--- src/rtl/wgt_load_ctrl.sv ---
// Weight-load sequencer: fetches a KROWS x KCOLS kernel from weight SRAM row-major
// and steers each returned word into the matching row shift buffer.
module wgt_load_ctrl #(
  parameter int DATA_W = 8,
  parameter int ADDR_W = 10,
  parameter int KROWS  = 3,
  parameter int KCOLS  = 3
) (
  input  logic                     clk,
  input  logic                     rst_n,
  input  logic                     start,
  input  logic [ADDR_W-1:0]        base_addr,
  input  logic                     abort,
  output logic                     mem_req,
  output logic [ADDR_W-1:0]        mem_addr,
  input  logic                     mem_gnt,
  input  logic signed [DATA_W-1:0] mem_rdata,
  output logic signed [DATA_W-1:0] wgt_input,
  output logic [KROWS-1:0]         wgt_read,
  output logic                     wgt_valid,
  input  logic                     wgt_consume,
  output logic                     busy,
  output logic                     done
);

  localparam int RW = (KROWS > 1) ? $clog2(KROWS) : 1;
  localparam int CW = (KCOLS > 1) ? $clog2(KCOLS) : 1;

  typedef enum logic [1:0] {IDLE, FETCH, DRAIN, READY} state_t;

  state_t            state, state_nxt;
  logic [ADDR_W-1:0] base, base_nxt;
  logic [RW-1:0]     row, row_nxt;
  logic [CW-1:0]     col, col_nxt;
  logic [KROWS-1:0]  rd, rd_nxt;
  logic              done_r, done_nxt;
  logic              accept;

  // Columns are fetched high to low so column 0 is the last word shifted in.
  function automatic logic [ADDR_W-1:0] fetch_addr(input logic [ADDR_W-1:0] b,
                                                   input logic [RW-1:0] r,
                                                   input logic [CW-1:0] c);
    return b + ADDR_W'(r) * ADDR_W'(KCOLS) + ADDR_W'(KCOLS - 1) - ADDR_W'(c);
  endfunction

  assign mem_req   = (state == FETCH);
  assign mem_addr  = mem_req ? fetch_addr(base, row, col) : '0;
  assign accept    = mem_req && mem_gnt;
  assign wgt_input = mem_rdata;
  assign wgt_read  = rd;
  assign wgt_valid = (state == READY);
  assign busy      = (state == FETCH) || (state == DRAIN);
  assign done      = done_r;

  always_ff @(posedge clk or negedge rst_n) begin
    if (!rst_n) begin
      state  <= IDLE;
      base   <= '0;
      row    <= '0;
      col    <= '0;
      rd     <= '0;
      done_r <= 1'b0;
    end else begin
      state  <= state_nxt;
      base   <= base_nxt;
      row    <= row_nxt;
      col    <= col_nxt;
      rd     <= rd_nxt;
      done_r <= done_nxt;
    end
  end

  always_comb begin
    state_nxt = state;
    base_nxt  = base;
    row_nxt   = row;
    col_nxt   = col;
    rd_nxt    = '0;
    done_nxt  = 1'b0;
    case (state)
      IDLE: begin
        if (start && !abort) begin
          state_nxt = FETCH;
          base_nxt  = base_addr;
          row_nxt   = '0;
          col_nxt   = '0;
        end
      end
      FETCH: begin
        // Abort also drops the shift for a grant accepted in the same cycle.
        if (abort) begin
          state_nxt = IDLE;
          row_nxt   = '0;
          col_nxt   = '0;
        end else if (accept) begin
          rd_nxt = KROWS'(1) << row;
          if (col == CW'(KCOLS - 1)) begin
            col_nxt = '0;
            if (row == RW'(KROWS - 1)) begin
              row_nxt   = '0;
              state_nxt = DRAIN;
            end else begin
              row_nxt = row + RW'(1);
            end
          end else begin
            col_nxt = col + CW'(1);
          end
        end
      end
      DRAIN: begin
        if (abort) begin
          state_nxt = IDLE;
        end else begin
          state_nxt = READY;
          done_nxt  = 1'b1;
        end
      end
      READY: begin
        if (abort) begin
          state_nxt = IDLE;
        end else if (start) begin
          state_nxt = FETCH;
          base_nxt  = base_addr;
          row_nxt   = '0;
          col_nxt   = '0;
        end else if (wgt_consume) begin
          state_nxt = IDLE;
        end
      end
      default: state_nxt = IDLE;
    endcase
  end

endmodule
--- config.mk ---
export PLATFORM = sky130hd
export DESIGN_NAME = wgt_load_ctrl
export DESIGN_NICKNAME = d
export VERILOG_FILES = /design/src/rtl/wgt_load_ctrl.sv
export SDC_FILE = /design/constraint.sdc
export NUM_CORES = 1
export LEC_CHECK = 0
export ABC_AREA = 1
export CAP_MARGIN = 20
export CELL_PAD_IN_SITES_DETAIL_PLACEMENT = 1
export CELL_PAD_IN_SITES_GLOBAL_PLACEMENT = 2
export CORE_MARGIN = 3
export CORE_UTILIZATION = 29
export DETAILED_ROUTE_END_ITERATION = 8
export GPL_TIMING_DRIVEN = 0
export PLACE_DENSITY_LB_ADDON = 0.1
export SLEW_MARGIN = 5
export SYNTH_ARGS = -nofsm -noshare
export SYNTH_HDL_FRONTEND = slang
export SYNTH_SLANG_ARGS = --single-unit
--- constraint.sdc ---
create_clock -name clk -period 4.3 [get_ports clk]
set_input_delay 0.645 -clock clk [delete_from_list [all_inputs] [get_ports clk]]
set_output_delay 0.645 -clock clk [all_outputs]
set_load 0.05 [all_outputs]
==> results.sh, run 1 <==
export IMPL_status="finished, final reports clean"
export IMPL_track_usage=0.131
export IMPL_die_y_um=82.0
export IMPL_rows=27
export IMPL_fin_nets=298
export IMPL_ys_seq_area_frac=0.299
export IMPL_antenna_found_initial=0
export IMPL_cap_viol_max_count=0
export IMPL_synth_top_area_share=0.299
export IMPL_drive_above_1_share=0.146
export IMPL_gp_congestion=0.771
export IMPL_worstPathCellList="inv_1, ha_1, inv_1, fa_1, fa_1, nand3_1, nand2_1, a21oi_1, clkdlybuf4s50_1"
export IMPL_timing_fmax_ghz=0.246
export IMPL_worst_pin_slew_ps=910
export IMPL_fp_dieW_um=82.0
export IMPL_grt_overflow=0
export IMPL_layout_common_cells="37 x inv_1, 37 x clkdlybuf4s50_1, 36 x nand2_1, 20 x dfrtp_1, 18 x nor2_1"
export IMPL_criticalPathCategory="reg -> out"
export IMPL_synth_area_um2=1670
export IMPL_synth_async_reset_ratio=1.00
export IMPL_critPathArrivalTime_ps=3430
export IMPL_die_area_um2=6720
export IMPL_clock_latency_ps=260
export IMPL_hold_buffers=0
export IMPL_hp_class="reg -> reg"
export IMPL_crit_family="adder cells"
export IMPL_postRouteWirelength_um=3880
export IMPL_fin_crit_sh=0.947
export IMPL_port_buffers=40
export IMPL_dp_hpwl_um=3360
export IMPL_clkTransAtPathRegs_ps=80
export IMPL_cp_end_kind="output pin"
export IMPL_cts_buffer_depth=2
export IMPL_rsz0062_at_grt="no"
export IMPL_synthFlopType="dfrtp_1"
export IMPL_core_um2=5540
export IMPL_first_global_vias=1467
export IMPL_antenna_cells=0
export IMPL_ys_ff_latch=20
export IMPL_clkSinkCount=20
export IMPL_start_util=0.302
export IMPL_whs_ps=523
export IMPL_grt_pass1_wl_um=6820
export IMPL_drc=0
export IMPL_wl_per_cell_um=11.9
export IMPL_hold_viol=0
export IMPL_yosys_warnings=0
export IMPL_drtAntennaViolNets=0
export IMPL_routed_via_density=4.51
export IMPL_root_buffer="clkbuf_8"
export IMPL_fin_setup_tns_ps=0
export IMPL_skew_ps=3.85
export IMPL_ioPinCount=49
export IMPL_placedCellCount=321
export IMPL_synth_top_area_cell="dfrtp_1"
export IMPL_synth_cell_type_count=30
export IMPL_cp_max_fo=5
export IMPL_synth_area_per_cell_um2=8.00
export IMPL_grt_max_degree=21
export IMPL_maxSlewViolCount=0
export IMPL_worst_setup_path_start_kind="flop"
export IMPL_cts_htree_levels=1
export IMPL_synth_edff_count=0
export IMPL_post_route_util=0.402
export IMPL_fin_crit_ps=4070
export IMPL_setup_violations=0
export IMPL_cp_required_ps=3650
export IMPL_synth_cells=209
export IMPL_syn2layout_area_growth_pct=33.1
export IMPL_slowest_stage="clkdlybuf4s50_1"
export IMPL_num_vias=1467
export IMPL_initialDrtViolationCount=19
export IMPL_final_cells=325
export IMPL_tritoncts="done"
export IMPL_cts_inserted_buffers=3
export IMPL_drtPass1Iterations=2
export IMPL_critPathMaxStageDelay_ps=810
export IMPL_yosys_top_cells_area="dfrtp_1 30%, ha_1 12%, inv_1 8.3%"
export IMPL_syn_num_nets=253
export IMPL_fillers=691
export IMPL_relSlewSlack=0.392
export IMPL_crit_buf_inv=3
-- cell type report --
class,count,area [um^2],area share
Multi-Input combinational cell,139,926,0.416
Clock buffer,4,55.1,0.0247
Tap cell,72,90.1,0.0405
Inverter,40,155,0.0697
Buffer,10,91.3,0.0410
Sequential cell,20,500,0.225
Timing Repair Buffer,40,408,0.183
-- synth_stat cells (all sizes together) (2+ instances only) --
library cell / number
nor2: 23
o21ai: 10
inv: 40
nand4: 3
nand2: 40
fa: 4
dfrtp: 20
a21oi: 18
ha: 16
xor2: 2
buf: 10
nand3: 14
mux2: 4
-- state kept, by name, indices dropped and copies added, names as in the netlist --
register,count
base,10
col,2
done,1
row,2
state,2
wgt_read,3
-- metrics by stage --
stage               area, um^2  worst slack, ps
floorplan                 1670              871
global placement          2160              343
detailed placement        2160              331
CTS                       2220             25.8
global route              2230             2.41
finish                    2230              229
-- cells by family (layout without fill, tap and decap cells) --
kind of cell    after synthesis  after routing  synth area share
fa+ha+maj                    20             20             0.168
simple gates                 81             81             0.232
flops                        20             20             0.299
xor+xnor                      3              3            0.0157
mux                           4              4            0.0269
buf+inv                      50             94             0.147
compound gates               31             31             0.111
-- routing by layer --
| metal | vias up | routed length, um | global-route usage | part of all wire |
|---|---|---|---|---|
| li1 | 741 | - | - | - |
| met1 | 696 | 1720 | 0.172 | 0.44 |
| met2 | 26 | 1960 | 0.222 | 0.51 |
| met3 | 4 | 153 | 0.0175 | 0.039 |
| met4 | 0 | 47 | 0.0399 | 0.012 |
| met5 | - | 0 | 0 | 0 |
-- path summary, 6_finish.rpt --
| path | start | end | slack, ps | cells past startpoint |
|---|---|---|---|---|
| setup / recovery | row[0] | mem_addr[4] | 230 | 9 |
| hold / removal | base[0] | base[0] | 520 | 1 |
| setup reg to reg | state[1] | state[1] | 2660 | 10 |
| hold reg to reg | base[0] | base[0] | 520 | 1 |
| max in group asynchronous | rst_n | base[7] | 2850 | 1 |
| min in group asynchronous | rst_n | row[0] | 890 | 1 |
-- what timing repair did --
item	4_1_cts	5_1_grt
gates resized for setup	0	3
setup buffers	0	0
setup endpoints to repair	0	3
Power of run 1 is not shown: default switching activity piles up to over one toggle a cycle in this logic, so the estimate is an artifact.
==> run 2, diff against run 1 <==
Settings changed: CORE_UTILIZATION 29 to 30, CTS_BUF_LIST from default to sky130_fd_sc_hd__clkbuf_8, MAX_ROUTING_LAYER from default to met4.
==> run 2 against run 1 <==
  * Sequential share of layout area increased by 0.051 points
  * Via count decreased by 0.95%
  * Clock skew decreased by 1.2 ps
  * Critical endpoint is now mem_addr[5]
  * Worst hold slack improved by 7.9 ps
  * Critical path type unchanged
  * Non-clock buffer count unchanged
  * Routed wire length increased by 2.7%
  * First-iteration DRC count decreased by 21%
  * Global-route usage increased by 0.77 points
  * Count of clock-buffer cells in the layout unchanged
  * Largest cell class unchanged
  * Maximum frequency increased by 0.30%
==> results.sh, run 2 (same netlist as run 1, synthesis figures left out) <==
export IMPL_status="finished, final reports clean"
export IMPL_setup_ws_ps=241
export IMPL_cts_buffer_depth=2
export IMPL_relSlewSlack=0.351
export IMPL_num_vias=1453
export IMPL_slowest_stage="clkdlybuf4s50_1"
export IMPL_hold_depth=2
export IMPL_grt_overflow=0
export IMPL_fp_dieW_um=80.7
export IMPL_critPathMaxStageDelay_ps=820
export IMPL_largest_reg_flops=10
export IMPL_maxSlewViolCount=0
export IMPL_cts_inserted_buffers=3
export IMPL_grtUsageMet1=0.170
export IMPL_cap_viol_max_count=0
export IMPL_root_buffer="clkbuf_8"
export IMPL_critPathArrivalTime_ps=3410
export IMPL_cts_htree_levels=1
export IMPL_hold_viol=0
export IMPL_r2r_cells=10
export IMPL_routed_via_density=4.50
export IMPL_skew_ps=2.64
export IMPL_layout_common_cells="38 x clkdlybuf4s50_1, 37 x inv_1, 36 x nand2_1, 20 x dfrtp_1, 18 x nor2_1"
export IMPL_drc=0
export IMPL_clkSinkCount=20
export IMPL_top_register="base"
export IMPL_post_route_util=0.424
export IMPL_drtPass1Iterations=3
export IMPL_dp_slack_ps=340
export IMPL_antenna_found_initial=0
export IMPL_worst_setup_path_start_kind="flop"
export IMPL_fin_crit_sh=0.944
export IMPL_whs_ps=530
export IMPL_grt_pass1_wl_um=6810
export IMPL_tritoncts="done"
export IMPL_setup_violations=0
export IMPL_rsz0062_at_grt="no"
export IMPL_clock_latency_ps=260
export IMPL_cp_end_kind="output pin"
export IMPL_cp_max_fo=5
export IMPL_worstPathCellList="inv_1, ha_1, inv_1, fa_1, ha_1, nand2_1, nor2_1, nand2_1, nand3_1, xnor2_1, nor2_1, clkdlybuf4s50_1"
export IMPL_criticalPathCategory="reg -> out"
export IMPL_track_usage=0.139
export IMPL_worst_pin_slew_ps=970
export IMPL_timing_fmax_ghz=0.246
export IMPL_crit_buf_inv=3
export IMPL_crit_family="adder cells"
export IMPL_final_common_cell="clkdlybuf4s50_1"
export IMPL_postRouteWirelength_um=3990
export IMPL_met3_usage=0.0101
export IMPL_rows=26
export IMPL_antenna_cells=0
export IMPL_die_y_um=80.7
export IMPL_grt_max_degree=21
export IMPL_hp_class="reg -> reg"
export IMPL_dp_hpwl_um=3370
export IMPL_ioPinCount=49
export IMPL_port_buffers=40
export IMPL_start_util=0.319
export IMPL_first_global_vias=1514
export IMPL_wl_per_cell_um=12.3
export IMPL_clkTransAtPathRegs_ps=80
export IMPL_drtAntennaViolNets=0
export IMPL_cp_required_ps=3650
export IMPL_fin_nets=298
export IMPL_die_area_um2=6510
export IMPL_syn2layout_area_growth_pct=32.8
export IMPL_fin_crit_ps=4060
export IMPL_core_um2=5240
export IMPL_busiest_layer="met2"
export IMPL_use_met2=0.244
export IMPL_crit_cells=12
export IMPL_gp_congestion=0.786
export IMPL_drive_above_1_share=0.146
export IMPL_initialDrtViolationCount=15
export IMPL_fin_setup_tns_ps=0
==> run 2: per-layer routing <==
layer,vias to the layer above,wire length [um]
li1,743,-
met1,677,1840
met2,29,2010
met3,4,108
met4,0,36
met5,-,0
==> run 2: stage by stage <==
step	std cells	cell area (um^2)
after floorplan	209	1670
after global placement	319	2160
after detailed placement	319	2160
after CTS	323	2220
after global routing	323	2220
final	323	2220
==> run 2: final timing paths <==
kind / startpoint / to / slack [ps]
max: row[0] / mem_addr[5] / 240
min: base[3] / base[3] / 530
max reg2reg: state[1] / state[1] / 2650
min reg2reg: base[3] / base[3] / 530
max in group asynchronous: rst_n / base[6] / 2790
min in group asynchronous: rst_n / base[0] / 920
==> run 2: what timing repair did <==
action / CTS / global route
setup endpoints to repair: 0 / 2
hold buffers: 0 / 0
resized for setup: 0 / 2
setup buffers: 0 / 0
hold endpoints to repair: 0 / 0
==> run 2: area by class of cell <==
cell class	instances	area [um^2]
timing repair buffer	40	405
tap	70	87.6
fill	644	3020
buffer	10	91.3
inverter	40	155
clock buffer	4	55.1
multi-input combinational	139	926
sequential	20	500
==> run 2: worst register-to-register path: cells and delay by family, from the launching register on <==
| kind | cells | cell delay, ps |
|---|---|---|
| fa+ha+maj | 1 | 190 |
| compound gates | 2 | 170 |
| flops | 1 | 420 |
| simple gates | 4 | 430 |
| buf+inv | 3 | 330 |
Power of run 2 is left out for the same reason.
